$ cat src/rtl/npu_matvec_accel.sv
`default_nettype none
// ============================================================================
//  Module      : npu_matvec_accel
//  Description : AXI4-Lite NPU tile computing out = W*x on an 8x8 Q8.8
//                matrix with saturation and optional ReLU.
//  Revision    : 1.0 - initial release
// ============================================================================
module npu_matvec_accel #(
    parameter int AXI_ADDR_WIDTH = 32,
    parameter int AXI_DATA_WIDTH = 32,
    parameter int DATA_WIDTH     = 16,
    parameter int MATRIX_SIZE    = 8
) (
    input  logic                        aclk,
    input  logic                        aresetn,
    input  logic [AXI_ADDR_WIDTH-1:0]   s_axi_awaddr,
    input  logic [2:0]                  s_axi_awprot,
    input  logic                        s_axi_awvalid,
    output logic                        s_axi_awready,
    input  logic [AXI_DATA_WIDTH-1:0]   s_axi_wdata,
    input  logic [AXI_DATA_WIDTH/8-1:0] s_axi_wstrb,
    input  logic                        s_axi_wvalid,
    output logic                        s_axi_wready,
    output logic [1:0]                  s_axi_bresp,
    output logic                        s_axi_bvalid,
    input  logic                        s_axi_bready,
    input  logic [AXI_ADDR_WIDTH-1:0]   s_axi_araddr,
    input  logic [2:0]                  s_axi_arprot,
    input  logic                        s_axi_arvalid,
    output logic                        s_axi_arready,
    output logic [AXI_DATA_WIDTH-1:0]   s_axi_rdata,
    output logic [1:0]                  s_axi_rresp,
    output logic                        s_axi_rvalid,
    input  logic                        s_axi_rready,
    output logic                        interrupt
);

    // Word addresses (byte address [9:2]) of the control registers
    localparam logic [7:0] c_W_CTRL       = 8'h00;
    localparam logic [7:0] c_W_STATUS     = 8'h01;
    localparam logic [7:0] c_W_CONFIG     = 8'h02;
    localparam logic [7:0] c_W_INT_STATUS = 8'h03;
    localparam logic [7:0] c_W_INT_EN     = 8'h04;

    typedef enum logic [1:0] {S_IDLE, S_MAC, S_STORE, S_DONE} state_t;

    state_t                   state_q;
    logic                     awready_q, bvalid_q, arready_q, rvalid_q;
    logic [AXI_DATA_WIDTH-1:0] rdata_q;
    logic                     busy_q, done_q, irq_q, int_en_q, soft_rst_q, relu_q;
    logic [7:0]               cfg_size_q;
    logic [3:0]               row_q, col_q;
    logic signed [39:0]       acc_q;
    logic [DATA_WIDTH-1:0]    weight_q [MATRIX_SIZE*MATRIX_SIZE];
    logic [DATA_WIDTH-1:0]    vec_q    [MATRIX_SIZE];
    logic [DATA_WIDTH-1:0]    res_q    [MATRIX_SIZE];

    logic                     w_wr_en, w_rd_en, w_start;
    logic [7:0]               w_wword, w_rword;
    logic [3:0]               w_n, w_last;
    logic signed [31:0]       w_prod;
    logic signed [39:0]       w_shift;
    logic [DATA_WIDTH-1:0]    w_res;
    logic [AXI_DATA_WIDTH-1:0] w_rdata;
    logic                     w_unused;

    assign w_wr_en = awready_q && s_axi_awvalid && s_axi_wvalid;
    assign w_rd_en = arready_q && s_axi_arvalid;
    assign w_wword = s_axi_awaddr[9:2];
    assign w_rword = s_axi_araddr[9:2];
    // Writing start together with soft_rst=1 does not launch a job
    assign w_start = w_wr_en && (w_wword == c_W_CTRL) && s_axi_wstrb[0]
                     && s_axi_wdata[1] && !s_axi_wdata[0];

    // Size 0 or anything above 8 selects the full matrix
    assign w_n    = ((cfg_size_q == 8'd0) || (cfg_size_q > 8'd8)) ? 4'd8 : cfg_size_q[3:0];
    assign w_last = w_n - 4'd1;

    assign w_prod  = $signed(weight_q[{row_q[2:0], col_q[2:0]}]) * $signed(vec_q[col_q[2:0]]);
    assign w_shift = acc_q >>> 8;

    // Requantise the accumulator back to Q8.8 with saturation and ReLU
    always_comb begin
        if (w_shift > 40'sd32767)
            w_res = 16'h7FFF;
        else if (w_shift < -40'sd32768)
            w_res = 16'h8000;
        else
            w_res = w_shift[15:0];
        if (relu_q && w_res[15])
            w_res = 16'h0000;
    end

    // Read data mux; data words are zero-extended, holes read as zero
    always_comb begin
        w_rdata = '0;
        if (w_rword[7:6] == 2'b01)
            w_rdata[DATA_WIDTH-1:0] = weight_q[w_rword[5:0]];
        else if (w_rword[7:3] == 5'b10000)
            w_rdata[DATA_WIDTH-1:0] = vec_q[w_rword[2:0]];
        else if (w_rword[7:3] == 5'b11000)
            w_rdata[DATA_WIDTH-1:0] = res_q[w_rword[2:0]];
        else begin
            case (w_rword)
                c_W_CTRL:       w_rdata[0]   = soft_rst_q;
                c_W_STATUS:     w_rdata[1:0] = {done_q, busy_q};
                c_W_CONFIG:     w_rdata[8:0] = {relu_q, cfg_size_q};
                c_W_INT_STATUS: w_rdata[0]   = irq_q;
                c_W_INT_EN:     w_rdata[0]   = int_en_q;
                default:        w_rdata      = '0;
            endcase
        end
    end

    function automatic logic [15:0] merge16(input logic [15:0] old_v,
                                            input logic [AXI_DATA_WIDTH-1:0] d,
                                            input logic [AXI_DATA_WIDTH/8-1:0] s);
        merge16 = old_v;
        if (s[0]) merge16[7:0]  = d[7:0];
        if (s[1]) merge16[15:8] = d[15:8];
    endfunction

    // AXI handshake: one-cycle readies, responses held until accepted
    always_ff @(posedge aclk or negedge aresetn) begin
        if (!aresetn) begin
            awready_q <= 1'b0;
            bvalid_q  <= 1'b0;
            arready_q <= 1'b0;
            rvalid_q  <= 1'b0;
            rdata_q   <= '0;
        end else begin
            awready_q <= s_axi_awvalid && s_axi_wvalid && !bvalid_q && !awready_q;
            if (w_wr_en)
                bvalid_q <= 1'b1;
            else if (s_axi_bready)
                bvalid_q <= 1'b0;
            arready_q <= s_axi_arvalid && !rvalid_q && !arready_q;
            if (w_rd_en) begin
                rvalid_q <= 1'b1;
                rdata_q  <= w_rdata;
            end else if (s_axi_rready) begin
                rvalid_q <= 1'b0;
            end
        end
    end

    // Weight and input-vector storage, writable only while no job runs
    always_ff @(posedge aclk or negedge aresetn) begin
        if (!aresetn) begin
            for (int k = 0; k < MATRIX_SIZE*MATRIX_SIZE; k++) weight_q[k] <= '0;
            for (int k = 0; k < MATRIX_SIZE; k++) vec_q[k] <= '0;
        end else if (w_wr_en && !busy_q) begin
            if (w_wword[7:6] == 2'b01)
                weight_q[w_wword[5:0]] <= merge16(weight_q[w_wword[5:0]], s_axi_wdata, s_axi_wstrb);
            else if (w_wword[7:3] == 5'b10000)
                vec_q[w_wword[2:0]] <= merge16(vec_q[w_wword[2:0]], s_axi_wdata, s_axi_wstrb);
        end
    end

    // Control registers, MAC sequencer and result store
    always_ff @(posedge aclk or negedge aresetn) begin
        if (!aresetn) begin
            state_q    <= S_IDLE;
            busy_q     <= 1'b0;
            done_q     <= 1'b0;
            irq_q      <= 1'b0;
            int_en_q   <= 1'b1;
            soft_rst_q <= 1'b0;
            relu_q     <= 1'b0;
            cfg_size_q <= 8'd8;
            row_q      <= '0;
            col_q      <= '0;
            acc_q      <= '0;
            for (int k = 0; k < MATRIX_SIZE; k++) res_q[k] <= '0;
        end else begin
            if (w_wr_en) begin
                if ((w_wword == c_W_CTRL) && s_axi_wstrb[0])
                    soft_rst_q <= s_axi_wdata[0];
                if ((w_wword == c_W_INT_EN) && s_axi_wstrb[0])
                    int_en_q <= s_axi_wdata[0];
                if ((w_wword == c_W_CONFIG) && !busy_q) begin
                    if (s_axi_wstrb[0]) cfg_size_q <= s_axi_wdata[7:0];
                    if (s_axi_wstrb[1]) relu_q     <= s_axi_wdata[8];
                end
                if ((w_wword == c_W_INT_STATUS) && s_axi_wstrb[0] && s_axi_wdata[0])
                    irq_q <= 1'b0;
            end
            if (soft_rst_q) begin
                state_q <= S_IDLE;
                busy_q  <= 1'b0;
                done_q  <= 1'b0;
                irq_q   <= 1'b0;
            end else begin
                case (state_q)
                    S_IDLE: begin
                        if (w_start) begin
                            busy_q  <= 1'b1;
                            done_q  <= 1'b0;
                            row_q   <= '0;
                            col_q   <= '0;
                            acc_q   <= '0;
                            // Rows beyond N stay zero because they are never stored
                            for (int k = 0; k < MATRIX_SIZE; k++) res_q[k] <= '0;
                            state_q <= S_MAC;
                        end
                    end
                    S_MAC: begin
                        acc_q <= acc_q + 40'(w_prod);
                        if (col_q == w_last)
                            state_q <= S_STORE;
                        else
                            col_q <= col_q + 4'd1;
                    end
                    S_STORE: begin
                        res_q[row_q[2:0]] <= w_res;
                        acc_q <= '0;
                        col_q <= '0;
                        if (row_q == w_last) begin
                            state_q <= S_DONE;
                        end else begin
                            row_q   <= row_q + 4'd1;
                            state_q <= S_MAC;
                        end
                    end
                    S_DONE: begin
                        busy_q  <= 1'b0;
                        done_q  <= 1'b1;
                        irq_q   <= 1'b1;   // overrides a same-cycle W1C
                        state_q <= S_IDLE;
                    end
                    default: state_q <= S_IDLE;
                endcase
            end
        end
    end

    assign s_axi_awready = awready_q;
    assign s_axi_wready  = awready_q;
    assign s_axi_bvalid  = bvalid_q;
    assign s_axi_bresp   = 2'b00;
    assign s_axi_arready = arready_q;
    assign s_axi_rvalid  = rvalid_q;
    assign s_axi_rdata   = rdata_q;
    assign s_axi_rresp   = 2'b00;
    assign interrupt     = irq_q && int_en_q;

    assign w_unused = ^{s_axi_awaddr[AXI_ADDR_WIDTH-1:10], s_axi_awaddr[1:0],
                        s_axi_araddr[AXI_ADDR_WIDTH-1:10], s_axi_araddr[1:0],
                        s_axi_awprot, s_axi_arprot,
                        s_axi_wdata[AXI_DATA_WIDTH-1:16], s_axi_wstrb[AXI_DATA_WIDTH/8-1:2]};

endmodule
`default_nettype wire

$ cat config.mk
export PLATFORM = sky130hd
export DESIGN_NAME = npu_matvec_accel
export DESIGN_NICKNAME = d
export VERILOG_FILES = /design/src/rtl/npu_matvec_accel.sv
export SDC_FILE = /design/constraint.sdc
export NUM_CORES = 2
export LEC_CHECK = 0
export BUFFER_PORTS_ARGS = -buffer_cell sky130_fd_sc_hd__buf_2
export CELL_PAD_IN_SITES_DETAIL_PLACEMENT = 1
export CELL_PAD_IN_SITES_GLOBAL_PLACEMENT = 2
export CORE_MARGIN = 2
export CORE_UTILIZATION = 50
export CTS_CLUSTER_SIZE = 10
export DETAILED_ROUTE_END_ITERATION = 8
export GPL_TIMING_DRIVEN = 0
export PLACE_DENSITY_LB_ADDON = 0.1
export SLEW_MARGIN = 20
export SYNTH_ARGS = -nofsm -noshare
export SYNTH_HDL_FRONTEND = slang
export SYNTH_SLANG_ARGS = --single-unit
$ cat constraint.sdc
create_clock -name aclk -period 13.95 [get_ports aclk]
set_clock_uncertainty 0.05 [all_clocks]
set_input_delay 0 -clock aclk [delete_from_list [all_inputs] [get_ports aclk]]
set_output_delay 0 -clock aclk [all_outputs]
set_load 0.05 [all_outputs]
==> impl_metrics.py <==
metrics = {
    "clock_network": {
        "post_cts.repair.setup_buffers": 0,
        "worst_skew_pair.late_latency_ns": 0.91,
        "root_buffer": "clkbuf_16",
        "clkTransAtPathRegs_ns": 0.06,
        "clock-sinks": 1364,
        "cts-root-to-sink-buffers": 3,
        "cts_tree": "done",
        "cts-htree-levels": 4,
        "cts_inserted_buffers": 168,
    },
    "setup_path": {
        "worst-setup-path-type": "reg -> reg",
        "timing.critical_path.from_type": "flop",
        "critical_path.endpoint_type": "flop",
        "crit_path_max_fanout": 12,
        "cp_data_arrival_time_ns": 14.68,
        "required_ns": 14.64,
        "worst_path_largest_cell_delay_ns": 1.12,
        "crit_path_top_delay_cell": "mux2i_1",
    },
    "power_and_ir_drop": {
        "cellInternalPower_w": 0.00754,
        "power_frac_comb": 0.322,
        "seq_power_share": 0.329,
        "share_of_power_burned_in_the_clock_network": 0.350,
        "power_per_cell_area_mw_per_mm2": 122,
        "vdd.ir_drop.worst_mv": 0.181,
        "power.switching_w": 0.00513,
        "p_leak_nw": 47.0,
        "power.share.switching": 0.405,
    },
    "logic_synthesis": {
        "synth_sequential_area_ratio": 0.371,
        "postSynthAreaPerCell_sq_um": 12.9,
        "synthesis.area_sq_mm": 0.0921,
        "ys_ff_latch": 1364,
        "syn-instance-count": 7166,
        "post_synth_num_cell_types": 89,
        "synth_flop_cell": "dfrtp_1",
        "yosysWarningCount": 0,
        "async_flop_share": 1.00,
        "synth_enable_flop_cells": 0,
    },
    "sta": {
        "setup-violations-final": 1,
        "finalWorstSetupSlack_ns": -0.0374,
        "max_freq_mhz": 71.5,
        "rsz_0062_raised_after_global_routing": "false",
        "relative_max_transition_margin": 0.0715,
        "final.min_clock_period_ns": 13.99,
        "pin_slew_with_the_least_headroom_to_its_limit_ns": 1.39,
        "final.period_utilization": 1.00,
        "hold_violations": 0,
        "slew_violations": 0,
        "finalSetupTns_ns": -0.0374,
    },
    "global_routing": {
        "total_global_route_track_usage": 0.554,
        "grt_antenna_before_repair": 83,
        "grt_pass1_wl_um": 692000,
        "first_global_vias": 78500,
        "grt_max_degree": 135,
        "grt_remaining_overflow": 0,
    },
    "drt": {
        "remaining_drc_errors": 0,
        "drtAntennaViolNets": 0,
        "drt_pre_antenna_iters": 8,
        "via_count": 80400,
        "totalWireLength_um": 514000,
        "drt-wirelength-per-cell_um": 50.3,
        "first_iter_violations": 13400,
        "drt-vias-per-instance": 7.86,
    },
    "placement": {
        "gp_congestion": 1.10,
        "numPlacedInstances": 9794,
        "post-place-ws_ns": 0.577,
        "post-dp-hpwl_um": 374000,
        "placement.io_buffers": 52,
    },
    "die": {
        "row_count": 157,
        "fp.dieArea_sq_mm": 0.188,
        "die_width_um": 433,
        "die_h_um": 433,
        "floorplan.io_pins": 155,
        "start_util": 0.503,
        "floorplan.core_area_sq_mm": 0.183,
    },
    "outcome": {
        "run_status": "finished, violations left",
        "failed_checks": "setup timing",
    },
    "cells_and_area": {
        "multiInputGateArea_sq_mm": 0.0537,
        "drive_gt1_frac": 0.359,
        "layout_commonest_cell": "dfrtp_1",
        "final_net_count": 8112,
        "final_cell_mix": "dfrtp_1 (1362), mux2_2 (1027), mux4_2 (861), nand2_1 (595), inv_1 (439)",
        "area.sequential_sq_mm": 0.0341,
        "area_delta_synth_final_pct": 12.9,
        "finalNonFillerCells": 10200,
        "layout.filler_cells": 18100,
    },
    "job": {
        "max_cap_viol_count": 0,
    },
    "hold_path": {
        "min_path_type": "in -> reg",
    },
}
-- metrics by stage --
stage | hold slack (ns) | util | total power [W] | instance area [sq um]
detailed placement | -0.0334 | 0.534 | 0.00795 | 97800
global route | 0.0462 | 0.567 | 0.0127 | 104000
global placement | 0.142 | 0.522 | 0.00778 | 95500
CTS | 0.00646 | 0.566 | 0.0123 | 104000
floorplan | -0.346 | - | 0.00598 | 92200
finish | 0.0178 | 0.568 | 0.0127 | 104000
-- sequential cells by signal, summed over array words and instances, names as in the netlist, 2 cells and up --
| register | flops |
|---|---|
| acc_q | 40 |
| state_q | 2 |
| s_axi_rdata | 16 |
| res_q | 128 |
| vec_q | 128 |
| weight_q | 1024 |
| col_q | 4 |
| cfg_size_q | 8 |
| row_q | 4 |
-- final timing paths --
kind / from / endpoint / slack, ns / depth (start not counted)
min in group asynchronous: aresetn / weight_q[991] / 0.29 / 4
worst max-delay path: col_q[2] / acc_q[39] / -0.04 / 30
worst min register to register: s_axi_rvalid / s_axi_arready / 0.42 / 1
worst min-delay path: s_axi_wdata[2] / cfg_size_q[2] / 0.02 / 4
max in group asynchronous: aresetn / weight_q[593] / 10.56 / 8
worst max register to register: col_q[2] / acc_q[39] / -0.04 / 30
-- worst max-delay path, delay by kind of cell (launching register included) --
family                     cells  cell delay, ns
xor gates and xnor gates       1            0.25
buffers and inverters         13            6.05
DFF                            1            0.39
AOI/OAI and AO/OA              4            1.51
muxes                          1            1.12
adders and majority gates      7            3.61
and+or+nand+nor                4            0.74
-- power by group through the flow --
stage                     Combinational, W  Clock (W)  Sequential, W
after global routing               0.00399    0.00453        0.00417
after floorplan                    0.00175          0        0.00423
after detailed placement           0.00372          0        0.00423
after global placement             0.00355          0        0.00423
final                              0.00408    0.00443        0.00416
after CTS                          0.00375    0.00438        0.00416
-- repair_timing --
action | 4_1_cts | 5_1_grt
hold buffers | 45 | 0
endpoints found under the setup margin | 0 | 1
resized for setup | 0 | 1
endpoints found under the hold margin | 498 | 0
-- area by class of cell --
| cell class | count | area share |
|---|---|---|
| Antenna cell | 114 | 0.00274 |
| Buffer | 644 | 0.0304 |
| Clock buffer | 238 | 0.0472 |
| Clock inverter | 23 | 0.00348 |
| Inverter | 443 | 0.0160 |
| Multi-Input combinational cell | 4734 | 0.517 |
| Sequential cell | 1364 | 0.328 |
| Tap cell | 2464 | 0.0296 |
| Timing Repair Buffer | 196 | 0.0255 |
-- Yosys cell counts (19+ instances only) --
| library cell | number | area share |
|---|---|---|
| o31ai_1 | 122 | 0.0099 |
| dfrtp_1 | 1362 | 0.37 |
| nand2b_1 | 28 | 0.0019 |
| a211oi_1 | 39 | 0.0032 |
| nor2b_1 | 51 | 0.0035 |
| a221oi_1 | 83 | 0.0079 |
| fa_1 | 330 | 0.072 |
| buf_1 | 47 | 0.0019 |
| nand3_1 | 41 | 0.0022 |
| buf_6 | 19 | 0.0023 |
| a21oi_1 | 112 | 0.0061 |
| nand2_1 | 597 | 0.024 |
| buf_4 | 47 | 0.0038 |
| nor2_1 | 320 | 0.013 |
| mux2_2 | 1027 | 0.13 |
| a22oi_1 | 88 | 0.0072 |
| o22ai_1 | 67 | 0.0046 |
| mux2i_1 | 151 | 0.016 |
| o211ai_1 | 30 | 0.0024 |
| a31oi_1 | 31 | 0.0021 |
| nor3_1 | 24 | 0.0013 |
| buf_2 | 172 | 0.0093 |
| ha_1 | 118 | 0.016 |
| clkbuf_1 | 358 | 0.015 |
| xnor2_1 | 25 | 0.0024 |
| o21ai_1 | 56 | 0.0030 |
| nand4_1 | 20 | 0.0014 |
| mux4_2 | 861 | 0.21 |
| a22o_1 | 175 | 0.017 |
| inv_1 | 439 | 0.018 |
| o21ai_0 | 99 | 0.0054 |
-- cell families after synthesis --
logic type,count (synthesis),synth area share
muxes,2041,0.353
DFF,1364,0.371
and+or+nand+nor,1170,0.0549
buffers and inverters,1087,0.0502
AOI/OAI and AO/OA,1015,0.0800
adders and majority gates,448,0.0877
xor gates and xnor gates,40,0.00380
other,1,0.0000407
-- per-layer routing --
metal,part of all wire,up-vias,GRT usage
met5,0.0012,-,0.0317
met4,0.12,32,0.510
met3,0.15,2948,0.303
met2,0.41,7999,0.747
met1,0.32,41700,0.617
li1,-,27700,-
Note: power is estimated with default switching activity, not from simulation.
